$ cat src/rtl/tdc_gate_pkg.sv
// Shared types and constants for the TDC gate sequencer.
// Phase lengths are clamped to MIN_PHASE; carry is blanked BLANK_CYC cycles.
package tdc_gate_pkg;

  typedef enum logic [1:0] {
    S_IDLE,
    S_DELAY,
    S_GATE,
    S_HOLD
  } state_t;

  localparam int CNT_W     = 16;
  localparam int MIN_PHASE = 3;
  localparam int BLANK_CYC = 2;

endpackage

$ cat src/rtl/tdc_gate_sequencer_len_to_preload.sv
// Clamp a phase length to [MIN_PHASE, CNT_MAX+MIN_PHASE] and derive the
// counter preload so the carry ends the phase after exactly N_c cycles.
module len_to_preload
  import tdc_gate_pkg::*;
#(
  parameter int CNT_MAX = 50000
) (
  input  logic [CNT_W-1:0] i_len,
  output logic [CNT_W-1:0] o_pre
);

  localparam int W1 = CNT_W + 1;
  localparam logic [CNT_W:0] LO = W1'(MIN_PHASE);
  localparam logic [CNT_W:0] HI = W1'(CNT_MAX + MIN_PHASE);

  logic [CNT_W:0] w_n;
  logic [CNT_W:0] w_nc;

  always_comb begin
    w_n  = {1'b0, i_len};
    w_nc = w_n;
    if (w_n < LO) begin
      w_nc = LO;
    end else if (w_n > HI) begin
      w_nc = HI;
    end
  end

  assign o_pre = CNT_W'(HI - w_nc);

endmodule

$ cat src/rtl/tdc_gate_sequencer.sv
// Trigger-delay / gate / hold-off sequencer driving an external sync_counter.
// Define TDC_GATE_SEQ_HOLDOFF_EN to compile in the HOLD phase.
module tdc_gate_sequencer
  import tdc_gate_pkg::*;
#(
  parameter int CNT_MAX = 50000
) (
  input  logic             clk,
  input  logic             clr,
  input  logic             trig_req,
  output logic             trig_ack,
  input  logic             cal_req,
  output logic             cal_ack,
  input  logic             abort,
  input  logic [CNT_W-1:0] dly_len,
  input  logic [CNT_W-1:0] gate_len,
  input  logic [CNT_W-1:0] hold_len,
  output logic [CNT_W-1:0] cnt_d,
  output logic             cnt_ld,
  output logic             cnt_en,
  output logic             cnt_clr,
  input  logic             cnt_cy,
  output logic             gate,
  output logic             gate_src,
  output logic             busy,
  output logic             done
);

  localparam logic [1:0] BLANK = 2'(BLANK_CYC);

  state_t           r_state;
  logic [1:0]       r_blank;
  logic [CNT_W-1:0] r_gate_len;
  logic [CNT_W-1:0] r_hold_len;
  logic [CNT_W-1:0] w_len;
  logic [CNT_W-1:0] w_pre;
  logic             w_last;

  // Length of the phase about to be entered from the current state.
  always_comb begin
    w_len = dly_len;
    unique case (r_state)
      S_IDLE:  w_len = dly_len;
      S_DELAY: w_len = r_gate_len;
      default: w_len = r_hold_len;
    endcase
  end

  len_to_preload #(
    .CNT_MAX(CNT_MAX)
  ) u_pre (
    .i_len(w_len),
    .o_pre(w_pre)
  );

  // Carry right after a load still reflects the old count.
  assign w_last = (r_blank == 2'd0) && cnt_cy;

  always_ff @(posedge clk) begin
    if (clr) begin
      r_state    <= S_IDLE;
      r_blank    <= 2'd0;
      r_gate_len <= '0;
      r_hold_len <= '0;
      trig_ack   <= 1'b0;
      cal_ack    <= 1'b0;
      cnt_d      <= '0;
      cnt_ld     <= 1'b0;
      cnt_en     <= 1'b0;
      cnt_clr    <= 1'b0;
      gate       <= 1'b0;
      gate_src   <= 1'b0;
      busy       <= 1'b0;
      done       <= 1'b0;
    end else begin
      trig_ack <= 1'b0;
      cal_ack  <= 1'b0;
      cnt_ld   <= 1'b0;
      cnt_clr  <= 1'b0;
      done     <= 1'b0;
      if (r_blank != 2'd0) begin
        r_blank <= r_blank - 2'd1;
      end
      if (r_state != S_IDLE && abort) begin
        r_state  <= S_IDLE;
        r_blank  <= 2'd0;
        cnt_en   <= 1'b0;
        cnt_clr  <= 1'b1;
        gate     <= 1'b0;
        gate_src <= 1'b0;
        busy     <= 1'b0;
      end else begin
        unique case (r_state)
          S_IDLE: begin
            if (!abort && (trig_req || cal_req)) begin
              r_state    <= S_DELAY;
              trig_ack   <= trig_req;
              cal_ack    <= !trig_req;
              gate_src   <= !trig_req;
              r_gate_len <= gate_len;
              r_hold_len <= hold_len;
              cnt_ld     <= 1'b1;
              cnt_d      <= w_pre;
              cnt_en     <= 1'b1;
              busy       <= 1'b1;
              r_blank    <= BLANK;
            end
          end
          S_DELAY: begin
            if (w_last) begin
              r_state <= S_GATE;
              cnt_ld  <= 1'b1;
              cnt_d   <= w_pre;
              gate    <= 1'b1;
              r_blank <= BLANK;
            end
          end
`ifdef TDC_GATE_SEQ_HOLDOFF_EN
          S_GATE: begin
            if (w_last) begin
              r_state <= S_HOLD;
              cnt_ld  <= 1'b1;
              cnt_d   <= w_pre;
              gate    <= 1'b0;
              r_blank <= BLANK;
            end
          end
          S_HOLD: begin
            if (w_last) begin
              r_state  <= S_IDLE;
              cnt_en   <= 1'b0;
              gate_src <= 1'b0;
              busy     <= 1'b0;
              done     <= 1'b1;
            end
          end
`else
          S_GATE: begin
            if (w_last) begin
              r_state  <= S_IDLE;
              cnt_en   <= 1'b0;
              gate     <= 1'b0;
              gate_src <= 1'b0;
              busy     <= 1'b0;
              done     <= 1'b1;
            end
          end
`endif
          default: r_state <= S_IDLE;
        endcase
      end
    end
  end

endmodule

$ cat config.mk
export PLATFORM = sky130hd
export DESIGN_NAME = tdc_gate_sequencer
export DESIGN_NICKNAME = d
export VERILOG_FILES = /design/src/rtl/tdc_gate_pkg.sv /design/src/rtl/tdc_gate_sequencer_len_to_preload.sv /design/src/rtl/tdc_gate_sequencer.sv
export SDC_FILE = /design/constraint.sdc
export NUM_CORES = 1
export LEC_CHECK = 0
export CORE_ASPECT_RATIO = 0.7
export CORE_MARGIN = 5
export CORE_UTILIZATION = 53
export DETAILED_ROUTE_END_ITERATION = 12
export HOLD_SLACK_MARGIN = 0.06
export PLACE_DENSITY = 0.82
export SLEW_MARGIN = 10
export SYNTH_ARGS = -nofsm -noshare
export SYNTH_HDL_FRONTEND = slang
export SYNTH_HIERARCHICAL = 1
export SYNTH_SLANG_ARGS = --single-unit
$ cat constraint.sdc
create_clock -name clk -period 9.1 [get_ports clk]
set_clock_uncertainty 0.05 [all_clocks]
set_input_delay 2.275 -clock clk [delete_from_list [all_inputs] [get_ports clk]]
set_output_delay 2.275 -clock clk [all_outputs]
set_load 0.01 [all_outputs]
; Word-level counts from Yosys, hierarchy flattened
; Index checks and enable logic that the tools add are counted.
[totals]
reg_bits = 60
output_inout_bits = 25
word_cells = 72
[classes]
add_sub_neg = 2
order_cmp = 2
n_eq_ne = 5
n_mux = 25
bitwise_logic = 4
n_reduce_logical = 21
[ops]
columns = op, n
row1 = two-way mux 16 bit, 4
row2 = case mux 16 bit (2 select lines), 2
row3 = greater-than comparator 16 bit (second input constant), 1
row4 = < comparator 16 x 2 -> 1 bit (second input constant), 1
row5 = subtractor 16 bit (first input constant), 1
row6 = two-way mux 2 bit, 6
row7 = AND reduction 3 bit, 4
row8 = nonzero test 2 bit, 5
row9 = case mux 1 bit (2 select lines), 4
row10 = two-way mux 1 bit, 7
row11 = inequality test 2 bit (second input constant), 3
row12 = case mux 2 bit (3 select lines), 1
row13 = logical NOT 2 bit, 2
row14 = NOT 1 bit, 4
row15 = case mux 2 bit (2 select lines), 1
row16 = AND reduction 4 bit, 1
row17 = OR reduction 4 bit, 1
row18 = logical AND 1 bit, 3
row19 = OR reduction 3 bit, 1
row20 = == test 2 x 1 -> 1 bit (second input constant), 1
row21 = == test 2 bit (second input constant), 1
row22 = logical NOT 1 bit, 2
row23 = OR reduction 2 bit, 1
row24 = subtractor 2 x 1 -> 2 bit (second input constant), 1
row25 = logical OR 1 bit, 1

; Logic depth before layout (Yosys ltp)
[depth]
word_depth = 8
mapped_depth = 17
ltp_nobuf = 14

; Modules after synthesis
; Netlist, hierarchy kept.
[modules_own_cells]
columns = module, n_inst, cells_per_inst, area_each_um2
row1 = tdc_gate_sequencer, 1, 313, 2683.8
row2 = len_to_preload, 1, 77, 490.5

; Worst setup path before layout
; Ideal clock, no wire load.
[synth_timing]
kind = input to register
startpoint = in dly_len[10]
endpoint = reg cnt_d[10]
setup_ns = 0.072
t_arrival_ns = 4.834
slack_ns = 4.145
cell_stages = 13
path_buffers = 0
path_cell_list = mux2i_1 o21ai_0 or3_4 or2_4 o21ai_4 nand2_1 ha_1 nand3b_1 o31ai_1 or2_1 xnor2_1 nand2b_1 mux2i_1
[synth_between]
elab_chain_len = 7
[synth_rtl]
columns = element, line
row1 = "start, declared", tdc_gate_sequencer.sv:15  ; input logic [CNT_W-1:0] dly_len,
row2 = case mux 16 bit (2 select lines) *, tdc_gate_sequencer.sv:42  ; unique case (r_state)
row3 = named net w_len[10], tdc_gate_sequencer.sv:35  ; logic [CNT_W-1:0] w_len;
row4 = greater-than comparator 16 bit, tdc_gate_sequencer_len_to_preload.sv:24  ; end else if (w_n > HI) begin
row5 = two-way mux 16 bit, tdc_gate_sequencer_len_to_preload.sv:24
row6 = two-way mux 16 bit *, tdc_gate_sequencer_len_to_preload.sv:22  ; if (w_n < LO) begin
row7 = subtractor 16 bit *, tdc_gate_sequencer_len_to_preload.sv:29  ; assign o_pre = CNT_W'(HI - w_nc);
row8 = named net w_pre[10], tdc_gate_sequencer.sv:36  ; logic [CNT_W-1:0] w_pre;
row9 = "two-way mux 16 bit, on equally long branches", "tdc_gate_sequencer.sv:110, tdc_gate_sequencer.sv:95"
row10 = case mux 16 bit (2 select lines) *, tdc_gate_sequencer.sv:93  ; unique case (r_state)
row11 = "end signal, assigned", tdc_gate_sequencer.sv:103  ; cnt_d <= w_pre;
row12 = "end signal, assigned", tdc_gate_sequencer.sv:113  ; cnt_d <= w_pre;
row13 = "end, declared", tdc_gate_sequencer.sv:18  ; output logic [CNT_W-1:0] cnt_d,
; The timed path passes the listed nets; every way through them passes the cells marked *. The select of a mux whose other input is x is not followed.
; A chain may end at the register's enable or synchronous reset.

; Final worst setup path
[layout_timing]
startpoint = in dly_len[8]
endpoint = reg cnt_d[14]
; Same word-level chain as after synthesis.

==> results.md <==
- Status: completed
- Pre-CTS WS: 3.21 ns
- Post-CTS sizing: 0
- Global Route Usage Sum: 22.6%
- Worst EP arrival: 5.85 ns
- CP top delay family: compound AO/OA/AOI/OAI gates
- GPL Wtd Cong: 0.939
- Slowest Stage Delay on Critical Path: 0.53 ns
- Clock tree sinks: 60
- HPWL after detailed placement: 5880 um
- Grt total ovfl: 0
- Worst-skew pair later-pin latency: 0.33 ns
- Vias per cell: 5.69
- Number of diodes: 0
- CTS Hold Bufs: 0
- Starting Density: 55.2%
- Core area: 5760 um^2
- Netlist Area Pre-Place: 3170 um^2
- Clock Tree Buf Depth: 2
- CP cell instances: clkdlybuf4s50_1 -> mux2i_1 -> o21ai_0 -> nand2_1 -> a31oi_1 -> o21ai_4 -> nand2_1 -> ha_1 -> nand2b_1 -> o22ai_1 -> o21a_1 -> or2_1 -> o31ai_1 -> nand2b_1 -> mux2i_1
- Peak supply drop: 0.107 mV
- DR WL/cell: 15.4 um
- RSZ-0062 raised after global routing: false
- Post-synth EDFFs: 0
- Clock slew at reported path FFs: 0.07 ns
- Vias in the first global route: 2792
- Largest net degree at the start of global routing: 70
- WS Path Type: in -> reg
- Post-route setup slack: 3.46 ns
- Fmax achieved: 177 MHz
- Top-area cell type share of the netlist area: 37.8%
- Area Overhead vs Synth: 31.1%
- Post-synthesis average cell area: 8.14 um^2
- Final ANT Viol Nets: 0
- Power density over cell area: 177 nW/um^2
- Sequential-to-total area share from yosys stat: 37.8%
- Synthesis warning total: 6
- Min cycle time layout: 5.64 ns
- FP Rows: 23
- Slew headroom: 31.6%
- Detailed router's first-iteration violation count: 214
- Ys async rst share: 0%
- Top post-synthesis cells by area: dfxtp_1, mux2i_1, o21ai_0
- Lkg Pwr: 1.48 nW
- Final period utilization: 62.0%
- Buffers on Ports: 78
- Final hold vios: 0
- Critical path buffers and inverters: 1
- Total negative slack: 0 ns
- Crit path max fanout: 6
- Total CTS buffers: 9
- #FFs+latches synth: 60
- # Post-CTS Setup Buffers: 0
- Class of the worst hold path: reg -> reg
- Worst path slowest cell: o21ai_0
- Max Cap Violations: 0
- Max H-tree Level: 3
- Slew @ Worst Pin: 1.03 ns
- Crit end category: flip-flop
- Die Wd: 103 um
- 1st-pass router iterations: 5
- Yosys cell types: 49
- First-pass GRT wire length: 13600 um
- Cells after DPL: 518
- IO Count: 79
- Synth Net Count: 445
- Nets: 509
- DR vias: 3037
- CTS tree: done
- Overall routed net length: 8240 um
- Post-route insts no fill: 534
- Die ar.: 7660 um^2
- Chip height: 74.8 um
- Cell accounting for the most synthesized area: dfxtp_1
- Synthesized instance count: 390
- Top_reg_cell synth: dfxtp_1
- Final setup fails: 0
- # DRC: 0
- Initial antenna violation count: 0
- Root Buffer: clkbuf_8
- Pwr Total: 0.736 mW
- Critical Path RT: 9.31 ns
- Crit path launch type: primary input
- Final Slew Violations: 0
- Share of cells above drive strength 1: 8.06%
[tightest hold or removal path, cell delays in order (launching register included)]
cell and delay (ns):
dfxtp_1 0.31, nand2b_1 0.06, mux2i_1 0.06
[report_power, final]
| part | total [mW] | internal (mW) | switching (mW) | leakage, nW |
|---|---|---|---|---|
| logic | 0.198 | 0.0951 | 0.103 | 0.891 |
| clock network | 0.244 | 0.141 | 0.103 | 0.102 |
| registers | 0.295 | 0.285 | 0.0101 | 0.491 |
[final cells by class]
cell class	count	area, um^2
timing repair buffer	84	821
fill	480	1590
sequential	60	1200
clock buffer	12	155
tap	75	93.8
clock inverter	4	47.5
inverter	3	11.3
multi-input combinational	296	1830
[cell families (layout without fill, tap and decap cells)]
group / count (synthesis) / count (layout) / synth area share [%]
AO/OA/AOI/OAI: 117 / 117 / 21.6
XOR/XNOR: 6 / 6 / 1.66
adder cells (fa/ha/maj): 1 / 1 / 0.394
buffers and inverters: 34 / 103 / 4.61
flip-flops: 60 / 60 / 37.8
multiplexers: 32 / 32 / 10.1
AND/OR/NAND/NOR: 140 / 140 / 23.8
[synth_stat cells (3+ instances only)]
master,count
nor2_1,13
a31oi_1,4
nand2_1,31
nor3_1,4
nor2b_1,4
o31ai_1,3
nand3_1,34
o21ai_0,53
o21a_1,3
nand2b_1,34
inv_1,3
mux2i_1,32
a21oi_1,41
clkbuf_1,25
dfxtp_1,60
nor4_1,3
xnor2_1,5
[final timing paths]
check	from	endpoint	slack (ns)	cells after the start
setup reg to reg	r_state[0]$_SDFFE_PP0P_	cnt_d[14]$_SDFFE_PP0P_	5.14	15
hold / removal	cnt_d[7]$_SDFFE_PP0P_	cnt_d[7]$_SDFFE_PP0P_	0.43	2
hold reg to reg	cnt_d[7]$_SDFFE_PP0P_	cnt_d[7]$_SDFFE_PP0P_	0.43	2
setup / recovery	dly_len[8]	cnt_d[14]$_SDFFE_PP0P_	3.46	15
[state kept, by name (all words and copies together), names as in the netlist, 2 cells and up]
name and flops:
r_blank 2, cnt_d 16, r_hold_len 16, r_gate_len 16
r_state 2
[stage by stage]
stage	hold WS (ns)	cell area (um^2)	utilization [%]
6_report	0.425	4160	72.3
3_3_place_gp	0.409	3960	68.8
5_1_grt	0.445	4160	72.3
4_1_cts	0.426	4160	72.3
3_5_place_dp	0.416	3960	68.8
2_1_floorplan	0.404	3170	-
[cell usage in the layout, fill, tap and decap left out, drive strengths merged, types with 2 or more instances in the layout]
master,Yosys,final
clkdlybuf4s50,0,77
dfxtp,60,60
o21ai,54,54
a21oi,41,41
nand3,34,34
nand2b,34,34
mux2i,32,32
nand2,31,31
nor2,13,13
clkbuf,26,12
buf,5,7
xnor2,5,5
nor2b,4,4
a31oi,4,4
nor3,4,4
nor4,4,4
or2,4,4
inv,3,3
o21a,3,3
o31ai,3,3
a31o,2,2
and2,2,2
clkinv,0,2
o211ai,2,2
and3,2,2
or3,2,2
[routing by layer]
layer | up-vias | track usage [%] | wire length [um]
met2 | 123 | 33.6 | 3510
met5 | - | 0 | 0
met1 | 1398 | 31.6 | 3940
met3 | 10 | 5.93 | 703
met4 | 0 | 8.44 | 89
li1 | 1506 | - | -
No activity file was read; power rests on OpenSTA's default activity.
